===== config.mk =====
export PLATFORM = sky130hd
export DESIGN_NAME = load_store_unit
export DESIGN_NICKNAME = d
export VERILOG_FILES = /design/src/rtl/load_store_unit.sv
export SDC_FILE = /design/constraint.sdc
export NUM_CORES = 1
export LEC_CHECK = 0
export CORE_MARGIN = 2
export CORE_UTILIZATION = 50
export CTS_BUF_LIST = sky130_fd_sc_hd__clkbuf_2
export DETAILED_ROUTE_END_ITERATION = 10
export PLACE_DENSITY = 0.95
export SLEW_MARGIN = 5
export SYNTH_ARGS = -nofsm -noshare
export SYNTH_HDL_FRONTEND = slang
export SYNTH_SLANG_ARGS = --single-unit

===== constraint.sdc =====
create_clock -name iCLK -period 4.6 [get_ports iCLK]
set_clock_uncertainty 0.05 [all_clocks]
set_input_delay 0.69 -clock iCLK [delete_from_list [all_inputs] [get_ports iCLK]]
set_output_delay 0.69 -clock iCLK [all_outputs]
set_load 0.01 [all_outputs]

===== src/rtl/load_store_unit.sv =====
// Load/store sequencer: turns RV32I byte/half/word accesses into word-only
// memory transactions, with read-modify-write for sb/sh and fault rejection.
//
// state | meaning
// IDLE  | waiting for iReq; request fields latched on acceptance
// RD    | memory read strobe for the addressed word
// CAP   | registered memory data valid; extract load result or merge store
// WR    | memory write strobe with the final word
// DONE  | completion pulse, no fault flags
// FAULT | completion pulse with oMisaligned/oIllegal, memory untouched
module load_store_unit #(
  parameter int MEM_WORDS   = 256,
  parameter bit CHECK_RANGE = 1'b1
) (
  input  logic        iCLK,
  input  logic        iRST,
  input  logic        iReq,
  input  logic        iWe,
  input  logic [2:0]  iFunct3,
  input  logic [31:0] iAddr,
  input  logic [31:0] iWData,
  output logic [31:0] oRData,
  output logic        oDone,
  output logic        oBusy,
  output logic        oMisaligned,
  output logic        oIllegal,
  output logic [31:0] oMemEnd,
  output logic [31:0] oMemDadoEscrita,
  output logic        oMemEscMem,
  output logic        oMemLeMem,
  input  logic [31:0] iMemDado
);

  typedef enum logic [2:0] {
    S_IDLE,
    S_RD,
    S_CAP,
    S_WR,
    S_DONE,
    S_FAULT
  } state_t;

  localparam logic [32:0] ADDR_LIMIT = 33'(MEM_WORDS) << 2;

  state_t      state_q, state_d;
  logic [31:0] addr_q, addr_d;
  logic [2:0]  f3_q, f3_d;
  logic        we_q, we_d;
  logic [31:0] wword_q, wword_d;
  logic [31:0] rdata_q, rdata_d;
  logic        mis_q, mis_d;
  logic        ill_q, ill_d;

  logic        req_legal;
  logic        req_oor;
  logic        req_mis;
  logic [15:0] lane;
  logic [31:0] load_val;
  logic [31:0] merged;

  always_comb begin
    if (iWe) begin
      req_legal = (iFunct3 == 3'b000) || (iFunct3 == 3'b001) || (iFunct3 == 3'b010);
    end else begin
      req_legal = (iFunct3 == 3'b000) || (iFunct3 == 3'b001) || (iFunct3 == 3'b010) ||
                  (iFunct3 == 3'b100) || (iFunct3 == 3'b101);
    end
    req_oor = CHECK_RANGE && ({1'b0, iAddr} >= ADDR_LIMIT);
    req_mis = ((iFunct3[1:0] == 2'b01) && iAddr[0]) ||
              ((iFunct3[1:0] == 2'b10) && (iAddr[1:0] != 2'b00));
  end

  // Little-endian lane select: the addressed byte/half lands in the low bits.
  always_comb begin
    lane = 16'(iMemDado >> {addr_q[1:0], 3'b000});
    case (f3_q)
      3'b000:  load_val = {{24{lane[7]}}, lane[7:0]};
      3'b100:  load_val = {24'h000000, lane[7:0]};
      3'b001:  load_val = {{16{lane[15]}}, lane[15:0]};
      3'b101:  load_val = {16'h0000, lane[15:0]};
      default: load_val = iMemDado;
    endcase

    merged = iMemDado;
    case (f3_q[1:0])
      2'b00:   merged[{addr_q[1:0], 3'b000} +: 8]  = wword_q[7:0];
      2'b01:   merged[{addr_q[1], 4'b0000} +: 16] = wword_q[15:0];
      default: merged = iMemDado;
    endcase
  end

  always_comb begin
    state_d = state_q;
    addr_d  = addr_q;
    f3_d    = f3_q;
    we_d    = we_q;
    wword_d = wword_q;
    rdata_d = rdata_q;
    mis_d   = mis_q;
    ill_d   = ill_q;

    case (state_q)
      S_IDLE: begin
        if (iReq) begin
          addr_d  = iAddr;
          f3_d    = iFunct3;
          we_d    = iWe;
          wword_d = iWData;
          ill_d   = !req_legal || req_oor;
          mis_d   = req_legal && !req_oor && req_mis;
          if (ill_d || mis_d) begin
            state_d = S_FAULT;
          end else if (iWe && (iFunct3 == 3'b010)) begin
            state_d = S_WR;
          end else begin
            state_d = S_RD;
          end
        end
      end
      S_RD: state_d = S_CAP;
      S_CAP: begin
        if (we_q) begin
          wword_d = merged;
          state_d = S_WR;
        end else begin
          rdata_d = load_val;
          state_d = S_DONE;
        end
      end
      S_WR:    state_d = S_DONE;
      S_DONE:  state_d = S_IDLE;
      S_FAULT: state_d = S_IDLE;
      default: state_d = S_IDLE;
    endcase
  end

  always_ff @(posedge iCLK) begin
    if (iRST) begin
      state_q <= S_IDLE;
      addr_q  <= '0;
      f3_q    <= '0;
      we_q    <= 1'b0;
      wword_q <= '0;
      rdata_q <= '0;
      mis_q   <= 1'b0;
      ill_q   <= 1'b0;
    end else begin
      state_q <= state_d;
      addr_q  <= addr_d;
      f3_q    <= f3_d;
      we_q    <= we_d;
      wword_q <= wword_d;
      rdata_q <= rdata_d;
      mis_q   <= mis_d;
      ill_q   <= ill_d;
    end
  end

  assign oRData          = rdata_q;
  assign oDone           = (state_q == S_DONE) || (state_q == S_FAULT);
  assign oBusy           = (state_q != S_IDLE);
  assign oMisaligned     = (state_q == S_FAULT) && mis_q;
  assign oIllegal        = (state_q == S_FAULT) && ill_q;
  assign oMemEnd         = {addr_q[31:2], 2'b00};
  assign oMemDadoEscrita = wword_q;
  assign oMemLeMem       = (state_q == S_RD);
  assign oMemEscMem      = (state_q == S_WR);

endmodule


==> results of run 1 <==
-- per-layer routing --
metal / vias to the layer above / part of all wire, % / GRT usage, %
met2: 400 / 45 / 45.1
met3: 68 / 12 / 8.15
li1: 2774 / - / -
met5: - / 0 / 0
met1: 2759 / 39 / 38.4
met4: 0 / 3.9 / 10.9
-- critical path: stages, from the launching register on --
cell and delay [ps]:
dfxtp_1 770, nor2b_1 230, and3_1 170, clkdlybuf4s50_1 560
-- report_power, final --
group / switching, mW / internal, mW / total, mW / leakage, nW
logic: 0.299 / 0.294 / 0.593 / 1.77
clock network: 0.341 / 0.0894 / 0.430 / 0.0709
registers: 0.0566 / 0.976 / 1.03 / 0.858
-- metrics by stage --
step	util [%]	instances	setup WS, ps	power, mW	area [sq um]
after detailed placement	66.8	961	1620	1.63	7530
final	67.7	977	1540	2.06	7630
after floorplan	-	699	2030	1.36	5730
after global routing	67.7	977	1420	2.15	7630
after CTS	67.7	977	1530	2.05	7630
after global placement	66.8	961	1700	1.62	7530
-- worst max-delay path by stage --
stage | start | to | slack (ps) | depth (start not counted)
3_5_place_dp | iMemDado[23] | oRData[24]$_SDFFE_PP0P_ | 1620 | 5
6_report | state_q[0]$_SDFFE_PP0P_ | oIllegal | 1540 | 3
5_1_grt | state_q[0]$_SDFFE_PP0P_ | oMisaligned | 1420 | 3
2_1_floorplan | addr_q[1]$_SDFFE_PP0P_ | oMemDadoEscrita[0]$_SDFFE_PP0P_ | 2030 | 8
3_3_place_gp | iMemDado[23] | oRData[26]$_SDFFE_PP0P_ | 1700 | 5
4_1_cts | state_q[0]$_SDFFE_PP0P_ | oIllegal | 1530 | 3
-- final cells by class --
type	instances	area, sq um
clock inverter	6	57.6
sequential	105	2100
timing repair buffer	213	2100
fill	894	3640
clock buffer	10	50.0
inverter	21	78.8
tap	143	179
multi-input combinational	479	3070
-- logic make-up after synthesis --
| family | count (synthesis) |
|---|---|
| xor gates and xnor gates | 1 |
| muxes | 34 |
| adders and majority gates | 5 |
| AOI/OAI and AO/OA | 234 |
| buffers and inverters | 115 |
| other | 1 |
| DFF | 105 |
| and+or+nand+nor | 203 |
-- cell usage in the layout, fill, tap and decap left out, types with 3 or more instances in the layout --
cell type / n
mux2i_1: 26
clkbuf_2: 10
o221ai_1: 16
mux4_2: 7
nor2_1: 24
clkdlybuf4s50_1: 201
nand2b_1: 11
a22o_1: 13
o21ai_0: 41
dfxtp_1: 105
a222oi_1: 7
o21ai_1: 8
nor2b_1: 5
a21oi_1: 71
nor4_1: 5
a221oi_1: 10
inv_1: 19
o32ai_1: 26
nand2_1: 131
ha_1: 5
and3_1: 3
a311oi_1: 16
a21o_1: 10
buf_4: 11
-- flip-flops by register name, indices dropped and copies added (netlist names) --
register and cells:
oMemDadoEscrita 32, addr_q 32, f3_q 3, mis_q 1, oRData 32, we_q 1, state_q 3, ill_q 1
==> results.py, run 1 <==
metrics = {
    "status": {
        "outcome": "completed",
    },
    "detailed_routing": {
        "drtAntennaViolNets": 0,
        "wire_per_inst_um": 19.0,
        "vias": 6001,
        "drc": 0,
        "wl_um": 18600,
        "viasPerCell": 6.14,
        "drtIter0Drc": 692,
        "first_pass_iters": 5,
    },
    "logic_synthesis": {
        "synth_most_common_cell": "nand2_1",
        "synth_compound_area_share_pct": 28.0,
        "synth_cells": 698,
        "yosys.area_share.simple_pct": 16.4,
        "ys.flop_type": "dfxtp_1",
        "yosysWarnings": 0,
        "yosys.area_share.adder_pct": 1.09,
        "yosysTopAreaCell": "dfxtp_1",
        "ys_types": 60,
        "synth.cell_area_sq_um": 5730,
        "synth_top_area_share_pct": 36.7,
        "synthXorXnorAreaFrac_pct": 0.153,
        "synthArstFlopShare_pct": 0,
        "synth_top_family_by_area": "compound AO/OA/AOI/OAI gates",
        "ys_ff_latch": 105,
        "ys_seq_area_share_pct": 36.7,
        "synth_common_cells": "nand2_1 (131), dfxtp_1 (105), a21oi_1 (71)",
        "synth_area_leaders": "dfxtp_1 (37%), nand2_1 (8.6%), a21oi_1 (6.2%), mux2i_1 (4.5%), buf_4 (4.3%)",
        "avgSynthCellArea_sq_um": 8.20,
        "synth_mux_area_share_pct": 7.50,
        "synth_edf_count": 0,
    },
    "clock_network": {
        "clock-sinks": 105,
        "clk_latency_ps": 580,
        "ctsHtreeMaxLevel": 3,
        "cts_tree": "done",
        "post_cts_buffers": 0,
        "cts_resized": 0,
        "clockBufferDepth": 2,
        "cts.clk_slew.worst_paths_ps": 320,
        "clockRootBuffer": "clkbuf_2",
        "cts_buffers": 9,
        "ctsHoldBuffers": 0,
    },
    "timing": {
        "maxSlewViolCount": 0,
        "relSlewSlack_pct": 26.0,
        "setup_violations": 0,
        "timing.fmax_mhz": 327,
        "holdWs_ps": 422,
        "hold_viol_final": 0,
        "rsz0062_at_grt": "false",
        "min_period_over_period_pct": 66.4,
        "tns_ps": 0,
        "period_needed_ps": 3060,
        "worst_pin_slew_ps": 1100,
    },
    "min_path": {
        "hold_depth": 2,
        "holdPathEnd": "addr_q[26]$_SDFFE_PP0P_",
        "min_path_type": "flop to flop",
        "min-delay-start": "addr_q[26]$_SDFFE_PP0P_",
    },
    "critical_path": {
        "cp-start-kind": "flop",
        "required_ps": 3860,
        "end_kind": "output pin",
        "critPathKind": "flop to output pin",
        "worst_r2r_path_depth": 5,
        "reg2reg_setup_slack_ps": 1700,
        "cp_max_fo": 14,
        "reg2reg_to": "oRData[24]$_SDFFE_PP0P_",
        "r2r_start": "f3_q[1]$_SDFFE_PP0P_",
        "arrival_ps": 2320,
    },
    "floorplan": {
        "die_y_um": 111,
        "io_pins": 205,
        "initial_utilization_pct": 50.8,
        "die_w_um": 111,
        "coreArea_sq_um": 11300,
        "die_area_sq_um": 12300,
        "rows": 39,
    },
    "global_route": {
        "gr-total-overflow": 0,
        "grt_pass1_wl_um": 29300,
        "grt_max_degree": 59,
        "grt_pass1_vias": 5559,
        "antenna_found_initial": 0,
        "track_usage_pct": 29.0,
    },
    "cells_and_area": {
        "drive_above_1_share_pct": 5.88,
        "diodes": 0,
        "fin_nets": 937,
        "synthToLayoutAreaGrowth_pct": 33.3,
    },
    "power_and_ir_drop": {
        "pwr_density_cell_nw_per_um2": 269,
        "leakage_nw": 2.70,
        "vdd_drop_max_mv": 0.165,
    },
    "place": {
        "port-buffer-count": 202,
        "dp_hpwl_um": 13400,
        "place.gp.congestion": 0.948,
    },
    "job": {
        "cap_violations": 0,
    },
}
Power figures use the tool's default switching activity.
==> run 2: changes to the inputs <==
CORE_UTILIZATION = 42   (was 50)
PLACE_DENSITY = 0.87   (was 0.95)
clock period = 2.79 ns   (was 4.6 ns; I/O delays follow)
==> run 2 against run 1 <==
  * Count of clock-buffer cells in the layout is 1 lower
  * Setup slack worse by 1300 ps
  * Global-route usage is 3.5 points lower
  * Critical path depth stayed put
  * Total power is 63% higher
  * Critical endpoint is now oMisaligned
  * Largest power group unchanged
==> results.py, run 2 (synthesized netlist as in run 1, its figures left out) <==
metrics = {
    "global_route": {
        "grt_max_degree": 57,
        "track_usage_pct": 25.5,
        "grt_pass1_vias": 5322,
        "antenna_found_initial": 0,
        "gr-total-overflow": 0,
        "grt_pass1_wl_um": 29000,
    },
    "critical_path": {
        "reg2reg_to": "oMemDadoEscrita[3]$_SDFFE_PP0P_",
        "end_kind": "output pin",
        "crit_path_end": "oMisaligned",
        "worst_r2r_path_depth": 6,
        "cp_max_fo": 14,
        "r2r_start": "addr_q[1]$_SDFFE_PP0P_",
        "arrival_ps": 2090,
        "required_ps": 2320,
        "cp-start-kind": "flop",
        "crit_start": "state_q[0]$_SDFFE_PP0P_",
        "critPathKind": "flop to output pin",
        "reg2reg_setup_slack_ps": 300,
    },
    "clock_network": {
        "clk_latency_ps": 660,
        "ctsHtreeMaxLevel": 3,
        "cts_resized": 1,
        "post_cts_buffers": 0,
        "clock-sinks": 105,
        "clockRootBuffer": "clkbuf_2",
        "cts.clk_slew.worst_paths_ps": 270,
        "cts_buffers": 9,
        "cts_tree": "done",
        "ctsHoldBuffers": 0,
        "clockBufferDepth": 2,
    },
    "timing": {
        "rsz0062_at_grt": "false",
        "timing.fmax_mhz": 390,
        "worst_pin_slew_ps": 1110,
        "setup_violations": 0,
        "min_period_over_period_pct": 91.9,
        "maxSlewViolCount": 0,
        "setup_slack_ps": 227,
        "hold_viol_final": 0,
        "relSlewSlack_pct": 25.2,
        "period_needed_ps": 2560,
        "holdWs_ps": 107,
        "tns_ps": 0,
    },
    "cells_and_area": {
        "final_cell_mix": "clkdlybuf4s50_1 (201), nand2_1 (131), dfxtp_1 (104)",
        "final_common_cell": "clkdlybuf4s50_1",
        "fin_nets": 945,
        "drive_above_1_share_pct": 6.89,
        "design_area_sq_um": 7730,
        "diodes": 0,
        "synthToLayoutAreaGrowth_pct": 35.1,
    },
    "power_and_ir_drop": {
        "p_int_mw": 2.22,
        "swShare_pct": 33.7,
        "seqPwrFrac_pct": 50.8,
        "pwr_density_cell_nw_per_um2": 433,
        "switching_power_mw": 1.13,
        "clkPwrFrac_pct": 19.6,
        "leakage_nw": 2.73,
        "power_frac_comb_pct": 29.6,
        "vdd_drop_max_mv": 0.226,
    },
    "detailed_routing": {
        "wl_met1_um": 7740,
        "top_layer": "met4",
        "met3WireLength_um": 2120,
        "drtIter0Drc": 720,
        "vias": 5889,
        "wl_um": 18900,
        "met2_length_um": 8640,
        "drc": 0,
        "drtAntennaViolNets": 0,
        "viasPerCell": 5.78,
        "first_pass_iters": 5,
        "wire_per_inst_um": 18.6,
    },
    "floorplan": {
        "die_w_um": 121,
        "die_area_sq_um": 14600,
        "coreArea_sq_um": 13300,
        "initial_utilization_pct": 43.1,
        "die_y_um": 121,
        "io_pins": 205,
        "rows": 42,
    },
    "job": {
        "cap_violations": 0,
    },
    "place": {
        "dp_hpwl_um": 13600,
        "port-buffer-count": 202,
        "place_area_sq_um": 7640,
        "place_ws_ps": 89.8,
        "place.gp.congestion": 0.960,
    },
    "status": {
        "outcome": "completed",
    },
    "min_path": {
        "min_path_type": "input port to flop",
    },
}
## run 2: changes by cell type in the layout (fill, tap and decap cells not counted), sizes merged
| cell | before | now |
|---|---|---|
| clkbuf | 10 | 9 |
| buf | 12 | 20 |
| clkinvlp | 0 | 2 |
| clkinv | 3 | 6 |
| inv | 24 | 20 |
## run 2: worst min-delay path by stage
stage,from,endpoint,cells past startpoint
after floorplan,addr_q[10]$_SDFFE_PP0P_,addr_q[10]$_SDFFE_PP0P_,2
after global placement,addr_q[2]$_SDFFE_PP0P_,addr_q[2]$_SDFFE_PP0P_,2
after detailed placement,addr_q[25]$_SDFFE_PP0P_,addr_q[25]$_SDFFE_PP0P_,2
after CTS,iRST,we_q$_SDFFE_PP0P_,2
after global routing,iRST,addr_q[1]$_SDFFE_PP0P_,2
final,iRST,f3_q[0]$_SDFFE_PP0P_,2
## run 2: routing by layer
metal  GRT usage (%)  vias up
met5               0        -
met4            9.30        0
met3            8.87       44
met2            39.1      327
met1            33.1     2725
li1                -     2793
## run 2: final cells by class
| type | count | area [sq um] |
|---|---|---|
| Inverter | 21 | 78.8 |
| Sequential cell | 105 | 2100 |
| Timing Repair Buffer | 221 | 2170 |
| Clock inverter | 7 | 47.5 |
| Fill cell | 1173 | 5560 |
| Tap cell | 176 | 220 |
| Clock buffer | 9 | 45.0 |
| Multi-Input combinational cell | 479 | 3070 |
## run 2: worst max-delay path, stage by stage, from the launching register on
cell and delay, ps:
dfxtp_2 570, nor2b_1 190, and3_1 160, clkdlybuf4s50_1 540
## run 2: power by group through the flow
stage / Clock [mW] / Sequential [mW] / Combinational (mW)
after floorplan: 0 / 1.72 / 0.516
final: 0.658 / 1.70 / 0.991
after detailed placement: 0 / 1.73 / 0.981
after global placement: 0 / 1.72 / 0.967
after CTS: 0.673 / 1.70 / 0.984
after global routing: 0.730 / 1.72 / 1.07
## run 2: per-stage QoR
step	power, mW	util [%]	std cells
6_report	3.35	58.2	1018
5_1_grt	3.51	58.2	1018
4_1_cts	3.36	58.2	1018
3_5_place_dp	2.71	57.5	1002
3_3_place_gp	2.69	57.5	1002
2_1_floorplan	2.24	-	699
==> run 3: changes to the inputs <==
HOLD_SLACK_MARGIN = 0.15   (was not set)
clock period = 2.05 ns   (was 2.79 ns; I/O delays follow)
==> run 3 against run 2 <==
  * The flow now finishes with violations (setup timing)
  * Cell area is 5.4% higher
  * Final cell count is 2.5% higher
  * Sequential power is 36% higher
  * Flip-flop and latch count stayed put
  * Highest routed layer unchanged
  * Largest cell class unchanged
  * Count of clock-buffer cells in the layout stayed put
==> results.py, run 3 (synthesized netlist as in run 1, its figures left out) <==
metrics = {
    "power_and_ir_drop": {
        "power.total_mw": 4.78,
        "leakage_nw": 2.94,
        "vdd_drop_max_mv": 0.312,
        "pwr_density_cell_nw_per_um2": 587,
    },
    "clock_network": {
        "clock-sinks": 105,
        "cts_buffers": 9,
        "cts_tree": "done",
        "cts.clk_slew.worst_paths_ps": 290,
        "clk_latency_ps": 620,
        "clockRootBuffer": "clkbuf_2",
        "ctsHtreeMaxLevel": 3,
        "clockBufferDepth": 2,
    },
    "detailed_routing": {
        "met3WireLength_um": 2000,
        "top_layer": "met4",
        "first_pass_iters": 7,
        "wire_per_inst_um": 18.3,
        "met2_length_um": 8740,
        "drtAntennaViolNets": 0,
        "vias": 5993,
        "wl_um": 19100,
        "drc": 0,
        "viasPerCell": 5.75,
        "drtIter0Drc": 538,
        "wl_met1_um": 7530,
    },
    "timing": {
        "maxSlewViolCount": 0,
        "hold_viol_final": 0,
        "period_needed_ps": 2140,
        "setup_slack_ps": -91.8,
        "tns_ps": -492,
        "setup_violations": 6,
        "rsz0062_at_grt": "true",
        "min_period_over_period_pct": 104,
        "timing.fmax_mhz": 467,
    },
    "status": {
        "failed_checks": "setup timing",
        "outcome": "finished, violations left",
    },
    "floorplan": {
        "coreArea_sq_um": 13300,
        "die_y_um": 121,
        "rows": 42,
        "die_area_sq_um": 14600,
        "initial_utilization_pct": 43.1,
        "die_w_um": 121,
        "io_pins": 205,
    },
    "global_route": {
        "track_usage_pct": 25.6,
        "grt_pass1_vias": 5698,
        "grt_pass1_wl_um": 29700,
        "grt_max_degree": 59,
        "antenna_found_initial": 0,
        "gr-total-overflow": 0,
    },
    "critical_path": {
        "reg2reg_to": "oMemDadoEscrita[0]$_SDFFE_PP0P_",
        "r2r_start": "addr_q[1]$_SDFFE_PP0P_",
        "crit_start": "addr_q[1]$_SDFFE_PP0P_",
        "reg2reg_setup_slack_ps": -90,
        "critPathKind": "flop to flop",
        "required_ps": 2560,
        "end_kind": "flop",
        "arrival_ps": 2650,
        "cp_max_fo": 6,
        "cp-start-kind": "flop",
        "crit_path_end": "oMemDadoEscrita[0]$_SDFFE_PP0P_",
        "worst_r2r_path_depth": 6,
    },
    "cells_and_area": {
        "diodes": 0,
        "nFillCells": 1146,
        "fin_util_pct": 61.3,
        "final_common_cell": "clkdlybuf4s50_1",
        "drive_above_1_share_pct": 13.0,
        "final_cell_mix": "clkdlybuf4s50_1 (194), nand2_1 (131), dfxtp_1 (85)",
        "fin_nets": 970,
        "synthToLayoutAreaGrowth_pct": 42.4,
    },
    "place": {
        "port-buffer-count": 202,
        "place.gp.congestion": 1.02,
        "dp_hpwl_um": 13900,
    },
    "min_path": {
        "min_path_type": "input port to flop",
    },
    "job": {
        "cap_violations": 0,
    },
}
## run 3: stage by stage
stage	worst slack (ps)	std cells	hold slack (ps)	cell area, sq um
6_report	-91.8	1043	176	8150
5_1_grt	-173	1043	177	8150
4_1_cts	-36.8	1042	157	8060
3_5_place_dp	-88.5	1019	396	7850
3_3_place_gp	-36.6	1019	392	7850
2_1_floorplan	-190	699	386	5800
## run 3: timing repair
action                     in CTS  in global routing
setup endpoints to repair      34                 40
hold buffers                    6                  0
buffers inserted                1                  1
hold endpoints to repair       35                  0
pin swaps                       6                  5
gates resized for setup        33                 30
## run 3: worst max-delay path, stage by stage (launching register included)
cell	delay, ps
dfxtp_4	450
clkinv_8	50
ha_4	210
or4bb_4	520
or3_4	360
a31oi_4	280
a22o_1	190
## run 3: layout make-up
cell class | instances | area [sq um] | share of cell area [%]
multi-input combinational | 479 | 3140 | 38.5
sequential | 105 | 2150 | 26.4
clock inverter | 7 | 68.8 | 0.844
clock buffer | 9 | 45.0 | 0.552
inverter | 21 | 98.8 | 1.21
tap | 176 | 220 | 2.70
timing repair buffer | 246 | 2430 | 29.8
## run 3: metal layers
layer  track usage [%]  vias to the layer above
met5                 0                        -
met2              40.4                      327
li1                  -                     2842
met3              6.51                       65
met4              13.7                        0
met1              32.1                     2759
## run 3: report_power, final
part,switching [mW],internal (mW),total (mW)
combinational,0.704,0.753,1.46
clock,0.730,0.283,1.01
sequential,0.120,2.19,2.31
total,1.55,3.23,4.78
## run 3: worst min-delay path by stage
| stage | startpoint | end | slack (ps) | depth (start not counted) |
|---|---|---|---|---|
| finish | iAddr[19] | addr_q[19]$_SDFFE_PP0P_ | 180 | 3 |
| detailed placement | addr_q[2]$_SDFFE_PP0P_ | addr_q[2]$_SDFFE_PP0P_ | 400 | 2 |
| floorplan | iAddr[0] | addr_q[0]$_SDFFE_PP0P_ | 390 | 2 |
| CTS | iAddr[17] | addr_q[17]$_SDFFE_PP0P_ | 160 | 3 |
| global route | iAddr[3] | addr_q[3]$_SDFFE_PP0P_ | 180 | 3 |
| global placement | addr_q[3]$_SDFFE_PP0P_ | addr_q[3]$_SDFFE_PP0P_ | 390 | 2 |
